### src/rtl/spi_arbiter.sv
// Two-requester round-robin arbiter in front of a single SPI master: grant, slave-select setup,
// transfer, done. Define SPI_ARB_TIMEOUT_EN to abort transfers after TIMEOUT_CYCLES XFER cycles.
module spi_arbiter #(
   parameter int unsigned SETUP_CYCLES   = 2,
   parameter int unsigned TIMEOUT_CYCLES = 4096
) (
   input  logic        HCLK,
   input  logic        HRESETn,
   input  logic [1:0]  req_i,
   input  logic [31:0] wdata0_i,
   input  logic [31:0] wdata1_i,
   input  logic [2:0]  nbytes0_i,
   input  logic [2:0]  nbytes1_i,
   input  logic [4:0]  ss0_i,
   input  logic [4:0]  ss1_i,
   output logic [1:0]  ack_o,
   output logic [1:0]  done_o,
   output logic        err_o,
   output logic [31:0] rdata_o,
   output logic        busy_o,
   output logic        spi_enable_o,
   output logic [31:0] spi_wdata_o,
   output logic [2:0]  spi_bytes_o,
   output logic        spi_reset_fill_o,
   output logic [31:0] spi_ss_o,
   input  logic [31:0] spi_rdata_i,
   input  logic [2:0]  spi_rbytes_i
);

   if (SETUP_CYCLES < 1 || SETUP_CYCLES > 15) begin : gen_bad_setup
      $error("SETUP_CYCLES must be in 1..15");
   end
   if (TIMEOUT_CYCLES < 2 || TIMEOUT_CYCLES > 65535) begin : gen_bad_timeout
      $error("TIMEOUT_CYCLES must be in 2..65535");
   end

   localparam logic [3:0] SetupLast = 4'(SETUP_CYCLES - 1);

   typedef enum logic [1:0] {StIdle, StSetup, StXfer, StDone} state_e;

   state_e      state_q, state_d;
   logic [1:0]  ack_q, done_q;
   logic        err_q, busy_q, en_q, fill_q;
   logic [31:0] rdata_q, wdata_q, ss_q;
   logic [2:0]  bytes_q;
   logic [3:0]  setup_cnt_q;
   logic        win_q, bad_q;
   logic        rr_last_q, rr_seen_q;

   logic        grant_idx;
   logic [31:0] sel_wdata;
   logic [2:0]  sel_nbytes;
   logic [4:0]  sel_ss;
   logic        sel_legal;
   logic [1:0]  grant_oh, win_oh;
   logic        rbytes_hit, tmo_hit;

`ifdef SPI_ARB_TIMEOUT_EN
   localparam logic [15:0] TmoLast = 16'(TIMEOUT_CYCLES - 1);
   logic [15:0] tmo_cnt_q;
   assign tmo_hit = (tmo_cnt_q == TmoLast);
`else
   assign tmo_hit = 1'b0;
`endif

   assign rbytes_hit = (spi_rbytes_i == bytes_q);
   assign win_oh     = {win_q, ~win_q};
   assign grant_oh   = {grant_idx, ~grant_idx};

   // Tie goes to requester 0 until the first completed transfer, then to the one not served last.
   always_comb begin
      grant_idx = 1'b0;
      unique case (req_i)
         2'b10:   grant_idx = 1'b1;
         2'b11:   grant_idx = rr_seen_q & ~rr_last_q;
         default: grant_idx = 1'b0;
      endcase
      sel_wdata  = grant_idx ? wdata1_i  : wdata0_i;
      sel_nbytes = grant_idx ? nbytes1_i : nbytes0_i;
      sel_ss     = grant_idx ? ss1_i     : ss0_i;
      sel_legal  = (sel_nbytes != 3'd0) && (sel_nbytes <= 3'd4);
   end

   always_comb begin
      state_d = state_q;
      unique case (state_q)
         StIdle:  if (|req_i) state_d = StSetup;
         StSetup: begin
            if (bad_q) begin
               state_d = StDone;
            end else if (setup_cnt_q == SetupLast) begin
               state_d = StXfer;
            end
         end
         StXfer:  if (rbytes_hit || tmo_hit) state_d = StDone;
         StDone:  state_d = StIdle;
         default: state_d = StIdle;
      endcase
   end

   always_ff @(posedge HCLK) begin
      if (!HRESETn) begin
         state_q     <= StIdle;
         ack_q       <= '0;
         done_q      <= '0;
         err_q       <= 1'b0;
         rdata_q     <= '0;
         busy_q      <= 1'b0;
         en_q        <= 1'b0;
         fill_q      <= 1'b0;
         wdata_q     <= '0;
         bytes_q     <= '0;
         ss_q        <= '1;
         setup_cnt_q <= '0;
         win_q       <= 1'b0;
         bad_q       <= 1'b0;
         rr_last_q   <= 1'b0;
         rr_seen_q   <= 1'b0;
`ifdef SPI_ARB_TIMEOUT_EN
         tmo_cnt_q   <= '0;
`endif
      end else begin
         state_q <= state_d;
         ack_q   <= '0;
         done_q  <= '0;
         fill_q  <= 1'b0;
         unique case (state_q)
            StIdle: begin
               if (|req_i) begin
                  busy_q      <= 1'b1;
                  win_q       <= grant_idx;
                  ack_q       <= grant_oh;
                  fill_q      <= 1'b1;
                  wdata_q     <= sel_wdata;
                  bytes_q     <= sel_nbytes;
                  bad_q       <= ~sel_legal;
                  setup_cnt_q <= '0;
                  // Illegal byte counts never touch the bus.
                  ss_q        <= sel_legal ? ~(32'd1 << sel_ss) : '1;
               end
            end
            StSetup: begin
               if (bad_q) begin
                  done_q  <= win_oh;
                  err_q   <= 1'b1;
                  rdata_q <= '0;
                  ss_q    <= '1;
               end else if (setup_cnt_q == SetupLast) begin
                  en_q <= 1'b1;
`ifdef SPI_ARB_TIMEOUT_EN
                  tmo_cnt_q <= '0;
`endif
               end else begin
                  setup_cnt_q <= setup_cnt_q + 4'd1;
               end
            end
            StXfer: begin
               if (rbytes_hit) begin
                  done_q  <= win_oh;
                  err_q   <= 1'b0;
                  rdata_q <= spi_rdata_i;
                  en_q    <= 1'b0;
                  ss_q    <= '1;
               end else if (tmo_hit) begin
                  done_q  <= win_oh;
                  err_q   <= 1'b1;
                  rdata_q <= '0;
                  en_q    <= 1'b0;
                  ss_q    <= '1;
               end else begin
`ifdef SPI_ARB_TIMEOUT_EN
                  tmo_cnt_q <= tmo_cnt_q + 16'd1;
`endif
               end
            end
            StDone: begin
               busy_q    <= 1'b0;
               rr_last_q <= win_q;
               rr_seen_q <= 1'b1;
            end
            default: ;
         endcase
      end
   end

   assign ack_o            = ack_q;
   assign done_o           = done_q;
   assign err_o            = err_q;
   assign rdata_o          = rdata_q;
   assign busy_o           = busy_q;
   assign spi_enable_o     = en_q;
   assign spi_wdata_o      = wdata_q;
   assign spi_bytes_o      = bytes_q;
   assign spi_reset_fill_o = fill_q;
   assign spi_ss_o         = ss_q;

endmodule
### config.mk
export PLATFORM = sky130hd
export DESIGN_NAME = spi_arbiter
export DESIGN_NICKNAME = d
export VERILOG_FILES = /design/src/rtl/spi_arbiter.sv
export SDC_FILE = /design/constraint.sdc
export NUM_CORES = 1
export LEC_CHECK = 0
export ABC_AREA = 0
export CAP_MARGIN = 20
export CORE_ASPECT_RATIO = 1.1
export CORE_MARGIN = 1
export CORE_UTILIZATION = 59
export CTS_BUF_LIST = sky130_fd_sc_hd__clkbuf_8
export DETAILED_ROUTE_END_ITERATION = 7
export DONT_BUFFER_PORTS = 1
export PLACE_DENSITY = 0.78
export SLEW_MARGIN = 20
export SYNTH_ARGS = -nofsm -noshare
export SYNTH_HDL_FRONTEND = slang
export SYNTH_SLANG_ARGS = --single-unit
### constraint.sdc
create_clock -name HCLK -period 1.8 [get_ports HCLK]
set_input_delay 0.27 -clock HCLK [delete_from_list [all_inputs] [get_ports HCLK]]
set_output_delay 0.27 -clock HCLK [all_outputs]
set_load 0.03 [all_outputs]
==> flow_summary.toml <==
[outcome]
status = "complete, but fails checks"
violations = "negative setup slack"

[yosys]
ys_types = 48
synth_top_area_cell = "dfxtp_1"
syn_avg_cell_area_um2 = 8.49
synth_compound_area_share_pct = 19.6
synth_seq_area_share_pct = 46.8
synthTopCellsByCount = "dfxtp_1 (117), nand2_1 (87), nand3_1 (72)"
yosysTopAreaCellShare_pct = 46.8
synthXorXnorAreaFrac_pct = 1.50
synthAdderAreaFrac_pct = 1.50
synth_edf_count = 0
synth_nets = 714
synthArstFlopShare_pct = 0
synth_warnings = 0
netlist_instances = 589
synth.most_common_cell = "dfxtp_1"
ys_ff_latch = 117
yosys_most_used_dff = "dfxtp_1"
synth_top_family_by_area = "simple AND/OR/NAND/NOR gates"
synthMuxAreaShare_pct = 1.20
synth_area_um2 = 5000
synthTopCellsByArea = "dfxtp_1 (47%), nand3_1 (7.2%), nand2_1 (6.5%)"
synth-simple-area-share_pct = 24.3

[critical_path]
path_max_fanout = 8
r2r_end = "spi_ss_o[8]"
cpMaxStageDelayCell = "dfxtp_4"
timing.rr.start = "state_q[1]"
ff2ff_path_depth = 9
worstPathRequired_ns = 2.14
path_cells = "buf_4 > ha_4 > inv_2 > a31oi_4 > nor4_4 > buf_6 > nand2b_4 > buf_6 > a2bb2oi_1"
rrSetupSlack_ns = -0.03
critPathLaunchType = "register"
worstPathArrival_ns = 2.17
end_kind = "register"
critPathKind = "register to register"
cp_common_cell = "buf_6"
max_stage_delay_ns = 0.36

[final_layout]
drive_gt1_share_pct = 17.9
post-route-cell-area_um2 = 6830
finalNetCount = 809
diodes = 0
fillers = 423
syn_to_final_growth_pct = 36.6
fin_cells = 805

[timing]
skew_ns = 0.0112
finalCriticalPeriod_ns = 1.83
slew_violations = 0
hold_viol = 0
post-route-period-util_pct = 102
setup_viol = 3
maxSlewHeadroom_pct = 58.6
fmax_mhz = 547
grt_setup_unrepaired = "yes"
worst_slack_ns = -0.0287
worst_slew_pin_slew_ns = 0.617

[power_and_ir_drop]
power.total_mw = 9.92
p_per_area_nw_per_um2 = 1450
irDropWorstVdd_mv = 0.986
p_leak_nw = 2.52

[worst_hold_path]
hp-class = "input pin to register"
min_path_cells = 2
holdPathEnd = "rdata_o[5]"
hp-start = "HRESETn"

[routing]
num_vias = 5119
wl_met3_mm = 1.40
postRouteAntennaNets = 0
highest_layer = "met5"
finalWirelength_mm = 16.3
viasPerCell = 6.36
wl_per_cell_um = 20.3
drc = 0
dr.pass1.iters = 5
dr_wl_met2_mm = 8.32
met1Wirelength_mm = 5.76
drt-initial-drc-count = 400

[placement]
place_congestion = 0.861
post_dp_cell_area_um2 = 5200
dpl.cell_count = 680
dp.final_hpwl_mm = 8.88
portBuffers = 0
preCtsSetupSlack_ns = -0.0995

[clock_tree]
clk_latency_ns = 0.42
cts.sinks = 117
root_buffer = "clkbuf_8"
htreeDepth = 4
clk_pin_slew_worst_paths_ns = 0.08
cts_tree = "built"
cts_buffers = 17
clk_path_buf_depth = 2

[global_routing]
grt_pass1_wl_mm = 24.2
grtUsageTotal_pct = 34.2
grt_overflow = 0
antenna_found_initial = 1
grt_max_degree = 51
grt_pass1_vias = 5060

[die]
die_y_um = 98.6
dieArea_um2 = 8850
start_util_pct = 62.2
num_io_pins = 226
core_um2 = 8040
core.rowCount = 34
chipWidth_um = 89.8

[flow_run]
drv_cap = 0
-- worst max path at each step --
stage	slack [ns]	end	start
5_1_grt	-0.08	spi_ss_o[9]	state_q[1]
3_3_place_gp	-0.02	spi_ss_o[18]	state_q[0]
2_1_floorplan	0.002	rdata_o[10]	state_q[0]
3_5_place_dp	-0.1	spi_ss_o[22]	state_q[0]
4_1_cts	-0.02	spi_ss_o[9]	state_q[0]
6_report	-0.03	spi_ss_o[8]	state_q[1]
-- flip-flops by register name (all words and copies together) (netlist names) --
signal,cells
done_o,2
win_q,1
spi_bytes_o,3
setup_cnt_q,4
state_q,2
busy_o,1
rr_seen_q,1
spi_reset_fill_o,1
bad_q,1
spi_wdata_o,32
err_o,1
spi_ss_o,32
rdata_o,32
rr_last_q,1
spi_enable_o,1
ack_o,2
-- power by group --
| group | switching [mW] | leakage, nW | internal, mW | total, mW |
|---|---|---|---|---|
| logic | 1.80 | 1.39 | 1.55 | 3.35 |
| clock network | 1.12 | 0.178 | 1.18 | 2.29 |
| registers | 1.20 | 0.958 | 3.07 | 4.28 |
| total | 4.12 | 2.52 | 5.80 | 9.92 |
-- layout by cell type (no fill, tap or decap), types with 4 or more instances in the layout --
cell	n
a21oi_1	9
a2bb2oi_2	11
a311oi_1	34
and3_4	4
and3b_1	4
buf_12	5
buf_4	26
buf_6	5
clkbuf_8	19
clkinvlp_4	6
dfxtp_1	112
dlygate4sd3_1	82
inv_1	7
inv_6	4
mux2i_1	6
nand2_1	87
nand2b_1	6
nand3_1	71
nor2_1	58
nor3_1	8
o21ai_0	32
o21ai_1	12
o22a_1	15
or2_2	4
-- cell type report --
cell class	instances	area, um^2	share of cell area, %
clock inverter	13	124	1.81
multi-input combinational	416	2670	39.1
clock buffer	19	262	3.83
tap	108	135	1.98
timing repair buffer	122	1240	18.2
inverter	10	40.0	0.586
sequential	117	2350	34.5
-- layer usage --
| layer | track usage, % | vias to the layer above |
|---|---|---|
| met2 | 60.4 | 311 |
| li1 | - | 2304 |
| met4 | 19.9 | 2 |
| met1 | 35.3 | 2416 |
| met3 | 11.8 | 86 |
| met5 | 0 | - |
-- logic make-up (layout without fill, tap and decap cells) --
group | after synthesis | after routing
simple gates | 262 | 262
compound gates | 135 | 136
flops | 117 | 117
buf+inv | 57 | 164
fa+ha+maj | 6 | 6
xor+xnor | 6 | 6
mux | 6 | 6
-- stage by stage --
step	setup TNS, ns	util (%)	hold slack, ns
after detailed placement	-1.43	64.7	0.364
after floorplan	0	-	0.414
after CTS	-0.0321	80.9	0.000261
after global routing	-0.975	84.9	0.00537
final	-0.0355	84.9	0.0105
after global placement	-0.209	64.7	0.353
-- critical path, delay by kind of cell, from the launching register on --
family | cells | cell delay [ns]
AOI/OAI and AO/OA | 2 | 0.23
and+or+nand+nor | 2 | 0.47
adders and majority gates | 1 | 0.16
buffers and inverters | 4 | 0.52
DFF | 1 | 0.36
-- what timing repair did --
item / in CTS / in global routing
gates cloned: 0 / 2
hold buffers: 83 / 0
setup endpoints to repair: 34 / 81
pin swaps: 4 / 9
endpoints found under the hold margin: 70 / 0
resized for setup: 14 / 47
setup buffers: 2 / 6
Power figures use the tool's default switching activity.
